`config.mk`:
```
export PLATFORM = sky130hd
export DESIGN_NAME = fp_acc_seq_flat
export DESIGN_NICKNAME = d
export VERILOG_FILES = /design/src/rtl/fp_acc_seq_if.sv /design/src/rtl/fp_acc_seq.sv /design/src/flat_wrapper.sv
export SDC_FILE = /design/constraint.sdc
export NUM_CORES = 1
export LEC_CHECK = 0
export ABC_AREA = 1
export CAP_MARGIN = 25
export CORE_ASPECT_RATIO = 0.7
export CORE_MARGIN = 3
export CORE_UTILIZATION = 51
export CTS_CLUSTER_DIAMETER = 120
export DETAILED_ROUTE_END_ITERATION = 6
export PLACE_DENSITY = 0.87
export SYNTH_ARGS = -nofsm -noshare
export SYNTH_HDL_FRONTEND = slang
export SYNTH_SLANG_ARGS = --single-unit
export TNS_END_PERCENT = 30
```
`constraint.sdc`:
```
create_clock -name clk -period 3.6 [get_ports clk]
set_input_delay 0.72 -clock clk [delete_from_list [all_inputs] [get_ports clk]]
set_output_delay 0.72 -clock clk [all_outputs]
set_load 0.005 [all_outputs]
```
`src/rtl/fp_acc_seq_if.sv`:
```
// Stream, fp_acc and result-port signals shared by fp_acc_seq and whatever sits around it.
// The slave modport is the sequencer's view; the master modport is the environment's view.
interface fp_acc_seq_if;
    logic [31:0] in_data;
    logic        in_valid;
    logic        in_ready;
    logic [31:0] acc_x;
    logic        acc_n;
    logic        acc_en;
    logic [31:0] acc_r;
    logic        acc_xo;
    logic        acc_xu;
    logic        acc_ao;
    logic [31:0] out_data;
    logic [2:0]  out_flags;
    logic        out_valid;
    logic        out_ready;

    modport slave (
        input  in_data, in_valid, acc_r, acc_xo, acc_xu, acc_ao, out_ready,
        output in_ready, acc_x, acc_n, acc_en, out_data, out_flags, out_valid
    );

    modport master (
        output in_data, in_valid, acc_r, acc_xo, acc_xu, acc_ao, out_ready,
        input  in_ready, acc_x, acc_n, acc_en, out_data, out_flags, out_valid
    );
endinterface

```
`src/rtl/fp_acc_seq.sv`:
```
// Feeds a counted burst of floats into fp_acc, drains its pipeline and holds the sum for pickup.
// Define FP_ACC_SEQ_FLAGS_EN to report {ao,xu,xo} per job on out_flags; otherwise out_flags is 0.
//
//   state | meaning
//   IDLE  | waiting for start
//   FEED  | accepting len elements into fp_acc
//   DRAIN | pushing zeros for LATENCY cycles so the last sum reaches acc_r
//   DONE  | result held on out_data until out_ready
module fp_acc_seq #(
    parameter int LATENCY = 8,
    parameter int CNT_W   = 16
) (
    input  logic             clk,
    input  logic             reset,
    input  logic             start,
    input  logic [CNT_W-1:0] len,
    output logic             busy,
    fp_acc_seq_if.slave      bus
);

    typedef enum logic [1:0] {IDLE, FEED, DRAIN, DONE} state_t;

    state_t           state_q, state_d;
    logic [CNT_W-1:0] len_q, len_d;
    logic [CNT_W-1:0] cnt_q, cnt_d;
    logic [CNT_W-1:0] drn_q, drn_d;
    logic [31:0]      out_data_q, out_data_d;
    logic             out_valid_q, out_valid_d;
    logic             acc_en;

    assign acc_en        = ((state_q == FEED) && bus.in_valid) || (state_q == DRAIN);
    assign bus.acc_en    = acc_en;
    assign bus.in_ready  = (state_q == FEED);
    assign bus.acc_x     = (state_q == FEED) ? bus.in_data : 32'h0;
    // A count of zero marks the first element of the job, so a stalled first beat keeps acc_n pending.
    assign bus.acc_n     = (state_q == FEED) && bus.in_valid && (cnt_q == '0);
    assign bus.out_data  = out_data_q;
    assign bus.out_valid = out_valid_q;
    assign busy          = (state_q != IDLE);

`ifdef FP_ACC_SEQ_FLAGS_EN
    logic       xo_q, xo_d;
    logic       xu_q, xu_d;
    logic [2:0] flags_q, flags_d;

    assign bus.out_flags = flags_q;
`else
    logic unused_flag_in;

    assign unused_flag_in = bus.acc_xo | bus.acc_xu | bus.acc_ao;
    assign bus.out_flags  = 3'b000;
`endif

    always_comb begin
        state_d     = state_q;
        len_d       = len_q;
        cnt_d       = cnt_q;
        drn_d       = drn_q;
        out_data_d  = out_data_q;
        out_valid_d = out_valid_q;
`ifdef FP_ACC_SEQ_FLAGS_EN
        xo_d    = xo_q | (acc_en & bus.acc_xo);
        xu_d    = xu_q | (acc_en & bus.acc_xu);
        flags_d = flags_q;
`endif
        case (state_q)
            IDLE: begin
                if (start) begin
                    len_d = len;
                    cnt_d = '0;
`ifdef FP_ACC_SEQ_FLAGS_EN
                    xo_d    = 1'b0;
                    xu_d    = 1'b0;
                    flags_d = 3'b000;
`endif
                    if (len == '0) begin
                        state_d     = DONE;
                        out_data_d  = 32'h0;
                        out_valid_d = 1'b1;
                    end else begin
                        state_d = FEED;
                    end
                end
            end
            FEED: begin
                if (bus.in_valid) begin
                    cnt_d = cnt_q + CNT_W'(1);
                    if (cnt_q == len_q - CNT_W'(1)) begin
                        state_d = DRAIN;
                        drn_d   = CNT_W'(LATENCY - 1);
                    end
                end
            end
            DRAIN: begin
                if (drn_q == '0) begin
                    state_d     = DONE;
                    out_data_d  = bus.acc_r;
                    out_valid_d = 1'b1;
`ifdef FP_ACC_SEQ_FLAGS_EN
                    flags_d = {bus.acc_ao, xu_d, xo_d};
`endif
                end else begin
                    drn_d = drn_q - CNT_W'(1);
                end
            end
            DONE: begin
                if (bus.out_ready) begin
                    state_d     = IDLE;
                    out_valid_d = 1'b0;
                end
            end
            default: state_d = IDLE;
        endcase
    end

    always_ff @(posedge clk or negedge reset) begin
        if (!reset) begin
            state_q     <= IDLE;
            len_q       <= '0;
            cnt_q       <= '0;
            drn_q       <= '0;
            out_data_q  <= 32'h0;
            out_valid_q <= 1'b0;
`ifdef FP_ACC_SEQ_FLAGS_EN
            xo_q    <= 1'b0;
            xu_q    <= 1'b0;
            flags_q <= 3'b000;
`endif
        end else begin
            state_q     <= state_d;
            len_q       <= len_d;
            cnt_q       <= cnt_d;
            drn_q       <= drn_d;
            out_data_q  <= out_data_d;
            out_valid_q <= out_valid_d;
`ifdef FP_ACC_SEQ_FLAGS_EN
            xo_q    <= xo_d;
            xu_q    <= xu_d;
            flags_q <= flags_d;
`endif
        end
    end

endmodule
```
`src/flat_wrapper.sv`:
```
// flat-port wrapper written by rule: the top's interface ports become plain ports
module fp_acc_seq_flat 
#(
    parameter int LATENCY = 8,
    parameter int CNT_W   = 16
)
  (clk, reset, start, len, busy, bus_in_data, bus_in_valid, bus_acc_r, bus_acc_xo, bus_acc_xu, bus_acc_ao, bus_out_ready, bus_in_ready, bus_acc_x, bus_acc_n, bus_acc_en, bus_out_data, bus_out_flags, bus_out_valid);
  fp_acc_seq_if bus_i ();
  input  logic clk;
  input  logic reset;
  input  logic start;
  input  logic [CNT_W-1:0] len;
  output logic busy;
  input wire logic [$bits(bus_i.in_data)-1:0] bus_in_data;
  input wire logic [$bits(bus_i.in_valid)-1:0] bus_in_valid;
  input wire logic [$bits(bus_i.acc_r)-1:0] bus_acc_r;
  input wire logic [$bits(bus_i.acc_xo)-1:0] bus_acc_xo;
  input wire logic [$bits(bus_i.acc_xu)-1:0] bus_acc_xu;
  input wire logic [$bits(bus_i.acc_ao)-1:0] bus_acc_ao;
  input wire logic [$bits(bus_i.out_ready)-1:0] bus_out_ready;
  output wire logic [$bits(bus_i.in_ready)-1:0] bus_in_ready;
  output wire logic [$bits(bus_i.acc_x)-1:0] bus_acc_x;
  output wire logic [$bits(bus_i.acc_n)-1:0] bus_acc_n;
  output wire logic [$bits(bus_i.acc_en)-1:0] bus_acc_en;
  output wire logic [$bits(bus_i.out_data)-1:0] bus_out_data;
  output wire logic [$bits(bus_i.out_flags)-1:0] bus_out_flags;
  output wire logic [$bits(bus_i.out_valid)-1:0] bus_out_valid;
  assign bus_i.in_data = bus_in_data;
  assign bus_i.in_valid = bus_in_valid;
  assign bus_i.acc_r = bus_acc_r;
  assign bus_i.acc_xo = bus_acc_xo;
  assign bus_i.acc_xu = bus_acc_xu;
  assign bus_i.acc_ao = bus_acc_ao;
  assign bus_i.out_ready = bus_out_ready;
  assign bus_in_ready = bus_i.in_ready;
  assign bus_acc_x = bus_i.acc_x;
  assign bus_acc_n = bus_i.acc_n;
  assign bus_acc_en = bus_i.acc_en;
  assign bus_out_data = bus_i.out_data;
  assign bus_out_flags = bus_i.out_flags;
  assign bus_out_valid = bus_i.out_valid;
  fp_acc_seq #(.LATENCY(LATENCY), .CNT_W(CNT_W)) u_core (.clk(clk), .reset(reset), .start(start), .len(len), .busy(busy), .bus(bus_i));
endmodule
```
==> results of run 1 <==
-- power groups by stage --
stage          clock network, W  registers, W  logic (W)
3_5_place_dp                  0       0.00149    0.00245
2_1_floorplan                 0       0.00144    0.00160
5_1_grt                0.000990       0.00153    0.00279
3_3_place_gp                  0       0.00147    0.00236
4_1_cts                0.000952       0.00148    0.00248
6_report               0.000941       0.00148    0.00249
-- flip-flops by register name, indices dropped and copies added, names as in the netlist --
signal,cells
u_core.drn_q,16
u_core.cnt_q,16
u_core.state_q,2
u_core.bus.out_valid,1
u_core.len_q,16
u_core.bus.out_data,32
-- cell type report --
type,count,area share
Clock inverter,7,0.0107
Multi-Input combinational cell,496,0.358
Clock buffer,9,0.0325
Tap cell,124,0.0224
Timing Repair Buffer,158,0.229
Inverter,86,0.0466
Sequential cell,83,0.300
-- worst paths after layout --
| check | endpoint | startpoint | slack, ns |
|---|---|---|---|
| setup / recovery | bus_acc_n | bus_in_valid | 0.39 |
| setup reg to reg | u_core.drn_q[7]$_DFFE_PN0P_ | u_core.len_q[0]$_DFFE_PN0P_ | 0.85 |
| hold reg to reg | u_core.bus.out_data[31]$_DFFE_PN0P_ | u_core.bus.out_data[31]$_DFFE_PN0P_ | 0.49 |
| hold / removal | u_core.bus.out_valid$_DFFE_PN0P_ | reset | 0.28 |
| min in group clk | u_core.bus.out_data[31]$_DFFE_PN0P_ | u_core.bus.out_data[31]$_DFFE_PN0P_ | 0.49 |
| max in group asynchronous | u_core.len_q[9]$_DFFE_PN0P_ | reset | 2.71 |
-- critical path: stages --
cell and delay (ns):
clkdlybuf4s50_1 0.53, nand2_1 0.15, inv_1 0.14, nand4_1 0.10
nor4_1 0.28, clkdlybuf4s50_1 0.57
-- cells in the mapped netlist, drive strengths merged (4+ instances only) --
cell type	instances
nor2	80
ha	8
o21ai	47
xnor2	11
buf	9
or2	4
a21oi	24
clkbuf	16
nor4	10
nand2	220
nor3	9
nand3b	4
dfrtp	83
nand3	44
xor2	12
inv	85
mux2	6
nand4	9
-- layout by cell type, fill, tap and decap left out, types with 8 or more instances in the layout --
cell	n
xnor2_1	11
nand2_1	215
clkbuf_16	9
xor2_1	12
inv_1	77
inv_2	8
dfrtp_1	83
a21oi_1	22
nor2_1	72
ha_1	8
nand3_2	11
clkdlybuf4s50_1	152
o21ai_0	32
nand3_1	33
o21ai_1	15
nor4_1	10
nand4_1	9
nor3_1	8
-- per-stage QoR --
step                setup WS [ns]  cell area [sq um]  std cells   util
floorplan                    1.60               5020        690      -
global placement            0.413               6600        946  0.707
detailed placement          0.437               6600        946  0.707
CTS                         0.418               6890        962  0.739
global route                0.283               6920        963  0.742
finish                      0.392               6920        963  0.742
-- kinds of logic (layout without fill, tap and decap cells) --
| family | Yosys count | count (layout) | synth area share |
|---|---|---|---|
| AND/OR/NAND/NOR | 382 | 382 | 0.337 |
| buffers and inverters | 111 | 260 | 0.0930 |
| flip-flops | 83 | 83 | 0.414 |
| AO/OA/AOI/OAI | 73 | 73 | 0.0768 |
| XOR/XNOR | 24 | 24 | 0.0446 |
| adder cells (fa/ha/maj) | 8 | 8 | 0.0200 |
| multiplexers | 6 | 6 | 0.0135 |
| other | 1 | 3 | 0.000747 |
-- routing by layer --
| layer | wire length [um] | global-route usage | vias to the layer above |
|---|---|---|---|
| li1 | - | - | 2444 |
| met3 | 1240 | 0.0716 | 24 |
| met1 | 5960 | 0.330 | 2290 |
| met5 | 0 | 0 | - |
| met2 | 6440 | 0.438 | 260 |
| met4 | 242 | 0.0677 | 0 |
==> results by group, run 1 <==
Status
  – Status: finished, final reports clean

CTS
  – Clk root buf: clkbuf_16
  – Clock Sinks: 83
  – Total CTS buffers: 9
  – Cts hold-fix bufs: 0
  – Htree depth: 3
  – CTS tree: yes
  – Setup Buffers After CTS: 0
  – CTS max path bufs: 2
  – # resized after CTS: 0
  – CTS clk-pin slew, worst paths: 0.07 ns
  – Clock latency on the worst-skew pair: about 0.34 ns

Cells and area
  – Layout cell share with drive strength beyond 1: 0.0775
  – Ant. Diodes: 0
  – # nets final: 930
  – Synthesis-to-layout area growth: 38.0%
  – Multi-input logic area: 2480 sq um
  – Register area: 2080 sq um
  – Number of fillers in the final layout: roughly 660

Worst setup path
  – Worst reg2reg path depth: 15
  – Worst Path Max Fanout: 3
  – Critical path arrival: approximately 2.5 ns
  – CP Data Required Time: 2.88 ns
  – Critical Path End Type: output port
  – Startpoint types: input pin
  – Worst setup path class: in -> out

Floorplanning
  – Row count: 29
  – Starting Density: 0.538
  – Core area: 9330 sq um
  – Top-level I/O count: 160
  – Die Height: 89.0 um
  – Horizontal die dimension: 125 um
  – Area of the die: 11100 sq um

Global route
  – Initial antenna violation count: 0
  – Vias in the first global route: 4831
  – Largest net degree at the start of global routing: 84
  – First-pass GRT wire length: 23.4 mm
  – GRT Resource Usage Total: 0.257
  – GR Overflow Total: 0

Power and ir drop
  – Pint: 0.00285 W
  – Clock network fraction of total power: 0.192
  – Static leakage: 3.33 nW
  – Comb pwr share: 0.507
  – Sequential Power Share: 0.302
  – Worst VDD drop: 0.433 mV
  – Tot Pwr: 0.00491 W
  – P per Cell Area: 709 nW/um^2
  – Switching share of power: 0.421
  – Sw Pwr: between 0.002 and 0.0025 W

Placement
  – Number of port buffers: 153
  – GPL Wtd Cong: 0.938
  – Final HPWL DP: 10.1 mm

Logic synthesis
  – Post-synth top area cell: dfrtp_1
  – Top-area cell type share of the netlist area: 0.414
  – #FFs+latches synth: between 80 and 90
  – Register area share after synthesis: 0.414
  – Post-Syn Instances: just under 700
  – Synth async-reset ratio: 1.00
  – Syn_area_per_cell: 7.29 sq um
  – EDFF count, synth: 0
  – Synth top area cells: dfrtp_1 41%, nand2_1 16%, inv_1 5.8%, nor2_1 5.4%, nand3_1 3.3%
  – Post-synth cell types: 40
  – Post-synth top flop: dfrtp_1
  – Synth Warn #: 0
  – Mapped Area: 5020 sq um

Timing
  – Final Hold Viols: 0
  – Final Max Tran Viols: 0
  – Slew HR: 0.434
  – Fmax: 312 MHz
  – Unrepaired setup endpoints after global routing: false
  – Worst hold margin: 0.281 ns
  – # setup viols final: 0
  – Post-layout minimum cycle time: between 3 and 4 ns
  – Slew @ Worst Pin: around 0.85 ns
  – Post-route clock period utilization: 0.891
  – Worst clock skew: 0.00640 ns
  – Setup TNS: 0 ns

Drt
  – Routed Antenna Nets: 0
  – Total number of vias: 5018
  – Initial DRC count: 440
  – DRC: 0
  – DR pass1 iterations: 6
  – Avg WL per Cell: around 14 um
  – Total length of routed wires: 13.9 mm
  – Vias per cell: 5.21

Hold path
  – Hold crit path type: in -> async

Flow run
  – Max Cap Viol: 0
No activity file was read; power rests on OpenSTA's default activity.
==> inputs of run 2 (changes only) <==
--- a/config.mk
+++ b/config.mk
@@ -9,10 +9,10 @@
 export CAP_MARGIN = 25
 export CORE_ASPECT_RATIO = 0.7
 export CORE_MARGIN = 3
-export CORE_UTILIZATION = 51
+export CORE_UTILIZATION = 38
 export CTS_CLUSTER_DIAMETER = 120
 export DETAILED_ROUTE_END_ITERATION = 6
-export PLACE_DENSITY = 0.87
+export PLACE_DENSITY = 0.68
 export SYNTH_ARGS = -nofsm -noshare
 export SYNTH_HDL_FRONTEND = slang
 export SYNTH_SLANG_ARGS = --single-unit
==> results by group, run 2 (same netlist as run 1, synthesis figures left out) <==
Cells and area
  – Multi-input logic area: 2480 sq um (unchanged)
  – # nets final: 932 (+0.22%)
  – Max reg flops: 32 (unchanged)
  – Number of fillers in the final layout: 1162 (+75%)
  – Cell area after layout: 6950 sq um (+0.42%)
  – Synthesis-to-layout area growth: 38.5%
  – Register area: 2080 sq um (unchanged)
  – Commonest non-fill, non-tap cell in the layout: nand2_1
  – Fin util: 0.548 (-0.194)
  – Final Non-Filler Cells: 1002 (+4.0%)
  – Commonest non-fill, non-tap cells in the layout: 215 x nand2_1, 152 x clkdlybuf4s50_1, 83 x dfrtp_1
  – Ant. Diodes: 0 (unchanged)
  – Layout cell share with drive strength beyond 1: 0.0762 (-0.00128)

Placement
  – Number of port buffers: 153 (unchanged)
  – DP Area: 6670 sq um (+1.1%)
  – Final HPWL DP: 10.3 mm (+1.5%)
  – Placed insts: 987 (+4.3%)
  – GPL Wtd Cong: 0.904 (-3.6%)

Timing
  – Setup TNS: 0 ns (unchanged)
  – Slew @ Worst Pin: 0.837 ns (-0.0105 ns)
  – Post-layout minimum cycle time: 3.16 ns (-0.0456 ns)
  – Final Hold Viols: 0 (unchanged)
  – Unrepaired setup endpoints after global routing: false
  – Fmax: 316 MHz (+1.4%)
  – # setup viols final: 0 (unchanged)
  – Final Max Tran Viols: 0 (unchanged)
  – Worst clock skew: 0.00554 ns (-0.000861 ns)
  – Slew HR: 0.441 (+0.00701)
  – Post-route clock period utilization: 0.878 (-0.0127)

Drt
  – Total number of vias: 4921 (-1.9%)
  – Vias per cell: 4.91 (-5.8%)
  – Met3 WL: 1.53 mm (+24%)
  – Initial DRC count: 340 (-23%)
  – Met2 wire len: 5.65 mm (-12%)
  – Top Metal Used: met4
  – Avg WL per Cell: 13.4 um (-6.8%)
  – Wire length on met1: 6.17 mm (+3.5%)
  – Routed Antenna Nets: 0 (unchanged)
  – DRC: 0 (unchanged)
  – Total length of routed wires: 13.4 mm (-3.0%)
  – DR pass1 iterations: 6 (unchanged)

Power and ir drop
  – Switching share of power: 0.416 (-0.00497)
  – Clock network fraction of total power: 0.187 (-0.005)
  – Worst VDD drop: 0.365 mV (-16%)
  – Sw Pwr: 0.00202 W (-2.0%)
  – Pint: 0.00284 W (about the same)
  – P per Cell Area: 700 nW/um^2 (-1.3%)
  – Comb pwr share: 0.505 (-0.002)
  – Static leakage: 3.32 nW (-0.16%)
  – Sequential Power Share: 0.309 (+0.007)

Global route
  – Initial antenna violation count: 0 (unchanged)
  – Vias in the first global route: 4596 (-4.9%)
  – First-pass GRT wire length: 21.9 mm (-6.3%)
  – GR Overflow Total: 0 (unchanged)
  – GRT Resource Usage Total: 0.186 (-0.0713)
  – Largest net degree at the start of global routing: 65 (-23%)

Floorplanning
  – Core area: 12700 sq um (+36%)
  – Row count: 34 (+17%)
  – Die Height: 102 um (+15%)
  – Top-level I/O count: 160 (unchanged)
  – Starting Density: 0.396 (-0.142)
  – Horizontal die dimension: 143 um (+15%)
  – Area of the die: 14600 sq um (+32%)

CTS
  – Htree depth: 3 (unchanged)
  – Clock Sinks: 83 (unchanged)
  – # resized after CTS: 0 (unchanged)
  – Setup Buffers After CTS: 0 (unchanged)
  – Clock latency on the worst-skew pair: 0.34 ns (about the same)
  – Cts hold-fix bufs: 0 (unchanged)
  – CTS max path bufs: 2 (unchanged)
  – CTS tree: yes
  – Total CTS buffers: 9 (unchanged)
  – CTS clk-pin slew, worst paths: 0.06 ns (about the same)
  – Clk root buf: clkbuf_16

Status
  – Status: finished, final reports clean

Hold path
  – Hold crit path type: in -> async

Worst setup path
  – Critical path arrival: 2.44 ns (-0.05 ns)
  – CP Data Required Time: 2.88 ns (about the same)
  – Critical Path End Type: output port
  – Worst reg2reg path depth: 14 (-1)
  – Worst setup path class: in -> out
  – Worst Path Max Fanout: 3 (unchanged)
  – Startpoint types: input pin

Flow run
  – Max Cap Viol: 0 (unchanged)
run 2: path summary, 6_finish.rpt:
check                                               startpoint                             endpoint  slack, ns
setup / recovery                                  bus_in_valid                            bus_acc_n       0.44
hold / removal                                           reset     u_core.bus.out_valid$_DFFE_PN0P_       0.31
setup reg to reg                 u_core.state_q[1]$_DFFE_PN0P_         u_core.cnt_q[14]$_DFFE_PN0P_       1.21
hold reg to reg            u_core.bus.out_data[19]$_DFFE_PN0P_  u_core.bus.out_data[19]$_DFFE_PN0P_       0.48
max in group asynchronous                                reset          u_core.cnt_q[8]$_DFFE_PN0P_       2.57
min in group clk           u_core.bus.out_data[19]$_DFFE_PN0P_  u_core.bus.out_data[19]$_DFFE_PN0P_       0.48
run 2: cell type report:
cell class | count | share of cell area
clock inverter | 4 | 0.00756
tap | 162 | 0.0292
multi-input combinational | 496 | 0.357
sequential | 83 | 0.299
inverter | 86 | 0.0464
timing repair buffer | 160 | 0.228
clock buffer | 11 | 0.0335
run 2: power groups by stage:
stage               registers [W]  clock network [W]  logic [W]
floorplan                 0.00144                  0    0.00160
global placement          0.00149                  0    0.00240
detailed placement        0.00150                  0    0.00246
CTS                       0.00150           0.000931    0.00247
global route              0.00154           0.000974    0.00277
finish                    0.00150           0.000909    0.00246
run 2: layer usage:
layer / global-route usage / vias to the layer above
li1: - / 2451
met1: 0.246 / 2241
met2: 0.293 / 218
met3: 0.0683 / 11
met4: 0.0449 / 0
met5: 0 / -
run 2: metrics by stage:
| step | power (W) | setup WS, ns | hold slack, ns |
|---|---|---|---|
| global route | 0.00529 | 0.357 | 0.341 |
| floorplan | 0.00304 | 1.60 | 0.424 |
| CTS | 0.00490 | 0.393 | 0.321 |
| global placement | 0.00389 | 0.388 | 0.464 |
| finish | 0.00487 | 0.438 | 0.314 |
| detailed placement | 0.00396 | 0.393 | 0.475 |
run 2: critical path, stage by stage:
cell and delay, ns:
clkdlybuf4s50_1 0.52, nand2_1 0.14, inv_1 0.14, nand4_1 0.08, nor4_1 0.27, clkdlybuf4s50_1 0.57
==> edit, RTL diff (flow settings as in run 1) <==
`CNT_W` is set to 16 in 2 places; all go to 14.
--- a/src/rtl/fp_acc_seq.sv
+++ b/src/rtl/fp_acc_seq.sv
@@ -8,7 +8,7 @@
 //   DONE  | result held on out_data until out_ready
 module fp_acc_seq #(
     parameter int LATENCY = 8,
-    parameter int CNT_W   = 16
+    parameter int CNT_W   = 14
 ) (
     input  logic             clk,
     input  logic             reset,
--- a/src/flat_wrapper.sv
+++ b/src/flat_wrapper.sv
@@ -2,7 +2,7 @@
 module fp_acc_seq_flat 
 #(
     parameter int LATENCY = 8,
-    parameter int CNT_W   = 16
+    parameter int CNT_W   = 14
 )
   (clk, reset, start, len, busy, bus_in_data, bus_in_valid, bus_acc_r, bus_acc_xo, bus_acc_xu, bus_acc_ao, bus_out_ready, bus_in_ready, bus_acc_x, bus_acc_n, bus_acc_en, bus_out_data, bus_out_flags, bus_out_valid);
   fp_acc_seq_if bus_i ();
Interface: changed (resized len); port bits go from 160 to 158. No check against the original RTL was run, so the function may have changed too.
==> edit against run 1 <==
- first-iteration DRC count fell by 38%
- design area decreased by 6.0%
- largest power group unchanged
- routed wire length down 9.0%
- total power shrank 5.2%
- synthesized area down 8.9%
- worst hold slack got worse by 31 ps
- largest cell class unchanged
- critical path depth stayed put
- sequential cell count fell by 6
- setup slack gained 150 ps
- fmax up 4.8%
==> edit: results (changes against run 1) <==
The run finished with clean final reports. The tools report the cell chosen for the clock root as clkbuf_16 (unchanged). Violation count after the first detailed-route iteration: 275 (was 440). The share of layout cells above drive strength 1 works out to 6.40% (was 7.75%).

The run gives 37 (was 40) as the number of unique standard cell types used by synthesis. The tools report the first-pass GRT wire length as 20.8 mm (was 23.4 mm). The slowest stage cell on the critical path is clkdlybuf4s50_1 (unchanged). The arrival time at the worst endpoint is 2340 ps (was 2490 ps), and the leakage power is 3.20 nW (was 3.33 nW).

Largest cells by area after synthesis: dfrtp_1, nand2_1, inv_1, nand3_1, nor2_1 (was dfrtp_1, nand2_1, inv_1, nor2_1, nand3_1). The post-synthesis async set-or-reset flop share was 100% (unchanged); the maximum number of pins on one net before global-route repair was 78 (was 84). For the number of standard cells in the final layout excluding fillers, the log shows 917 (was 963). The number of global-route vias before repair is 4418 (was 4831), and the HPWL reported at the end of detailed placement is 9.41 mm (was 10.1 mm). The run gives 6.69 ps (was 6.40 ps) as the worst clock skew. The total iterations of the first detailed-routing run is 5 (was 6), and the synthesized area divided by synthesized cell count is 7.07 µm² (was 7.29 µm²). The post-CTS setup buffer count is 0 (unchanged). Reg-to-reg startpoint: u_core.state_q[1] (was u_core.len_q[0]).

Global placement routability congestion: 0.899 (was 0.938). After clock tree synthesis, the clock-pin slew on the worst setup and hold paths is 60 ps. For the clock buffer count from CTS, the log shows 9 (unchanged).

The number of filler cells placed in the layout is 613 (was 664). The run gives 900 (was 946) as the cell count after placement. The H-tree depth is 3 (unchanged). The logs give 25.5% (was 25.7%) for the total global-route track usage and 0.000413 V (was 0.000433 V) for the maximum ir drop on the vdd rail. The count of input and output buffers was 151 (was 153); the number of nets in the finished design was 886 (was 930).

The number of flip-flops under the largest register name is 32 (unchanged). Cell types with the highest counts after synthesis: nand2_1, inv_1, dfrtp_1 (was nand2_1, dfrtp_1, inv_1). The logs give 540 ps (was 437 ps) for the worst slack at placement and 42.1% (was 41.4%) for the sequential-to-total area share from yosys stat. For the vias after detailed routing, the log shows 4576 (was 5018).

The transition at the pin with the smallest max-transition slack came out at 790 ps (was 847 ps). Wire length per cell after detailed routing: 13.8 µm (was 14.4 µm).
[edit: path summary, 6_finish.rpt]
check	end	slack (ps)	cells after the start
min in group clk	u_core.drn_q[11]	480	2
max in group asynchronous	u_core.len_q[13]	2770	2
min	u_core.cnt_q[4]	250	1
max reg2reg	u_core.cnt_q[12]	1090	14
max	bus_acc_n	540	6
min reg2reg	u_core.drn_q[11]	480	2
[edit: cell type report]
type	count	share of cell area [%]
well taps	120	2.31
clock inverters	6	1.44
multi-input cells	459	33.9
repair buffers	156	24.1
flip-flops and latches	77	29.6
inverters	89	5.13
clock buffers	10	3.52
[edit: logic make-up (layout without fill, tap and decap cells)]
logic type | count (synthesis) | after routing | synth area share [%]
adders and majority gates | 8 | 8 | 2.19
muxes | 2 | 2 | 0.493
other | 1 | 3 | 0.0820
AOI/OAI and AO/OA | 73 | 73 | 8.48
buffers and inverters | 113 | 261 | 9.88
xor gates and xnor gates | 18 | 18 | 3.45
DFF | 77 | 77 | 42.1
and+or+nand+nor | 355 | 355 | 33.3
[edit: metrics by stage]
step	util [%]	cell area, µm²	hold WS (ps)	total power [mW]
floorplan	-	4580	424	2.76
finish	75.8	6510	250	4.66
CTS	75.5	6480	485	4.68
detailed placement	71.7	6160	471	3.66
global route	75.8	6510	259	5.06
global placement	71.7	6160	461	3.57
[edit: layer usage]
metal	part of all wire, %	global-route usage (%)	vias to the layer above
met5	0	0	-
li1	-	-	2289
met4	0.78	5.47	0
met3	12	10.5	12
met2	46	42.8	209
met1	41	31.3	2066
[edit: power by group]
group	switching, mW	internal (mW)
Combinational	1.29	1.00
Sequential	0.245	1.13
Clock	0.372	0.614
Total	1.91	2.75
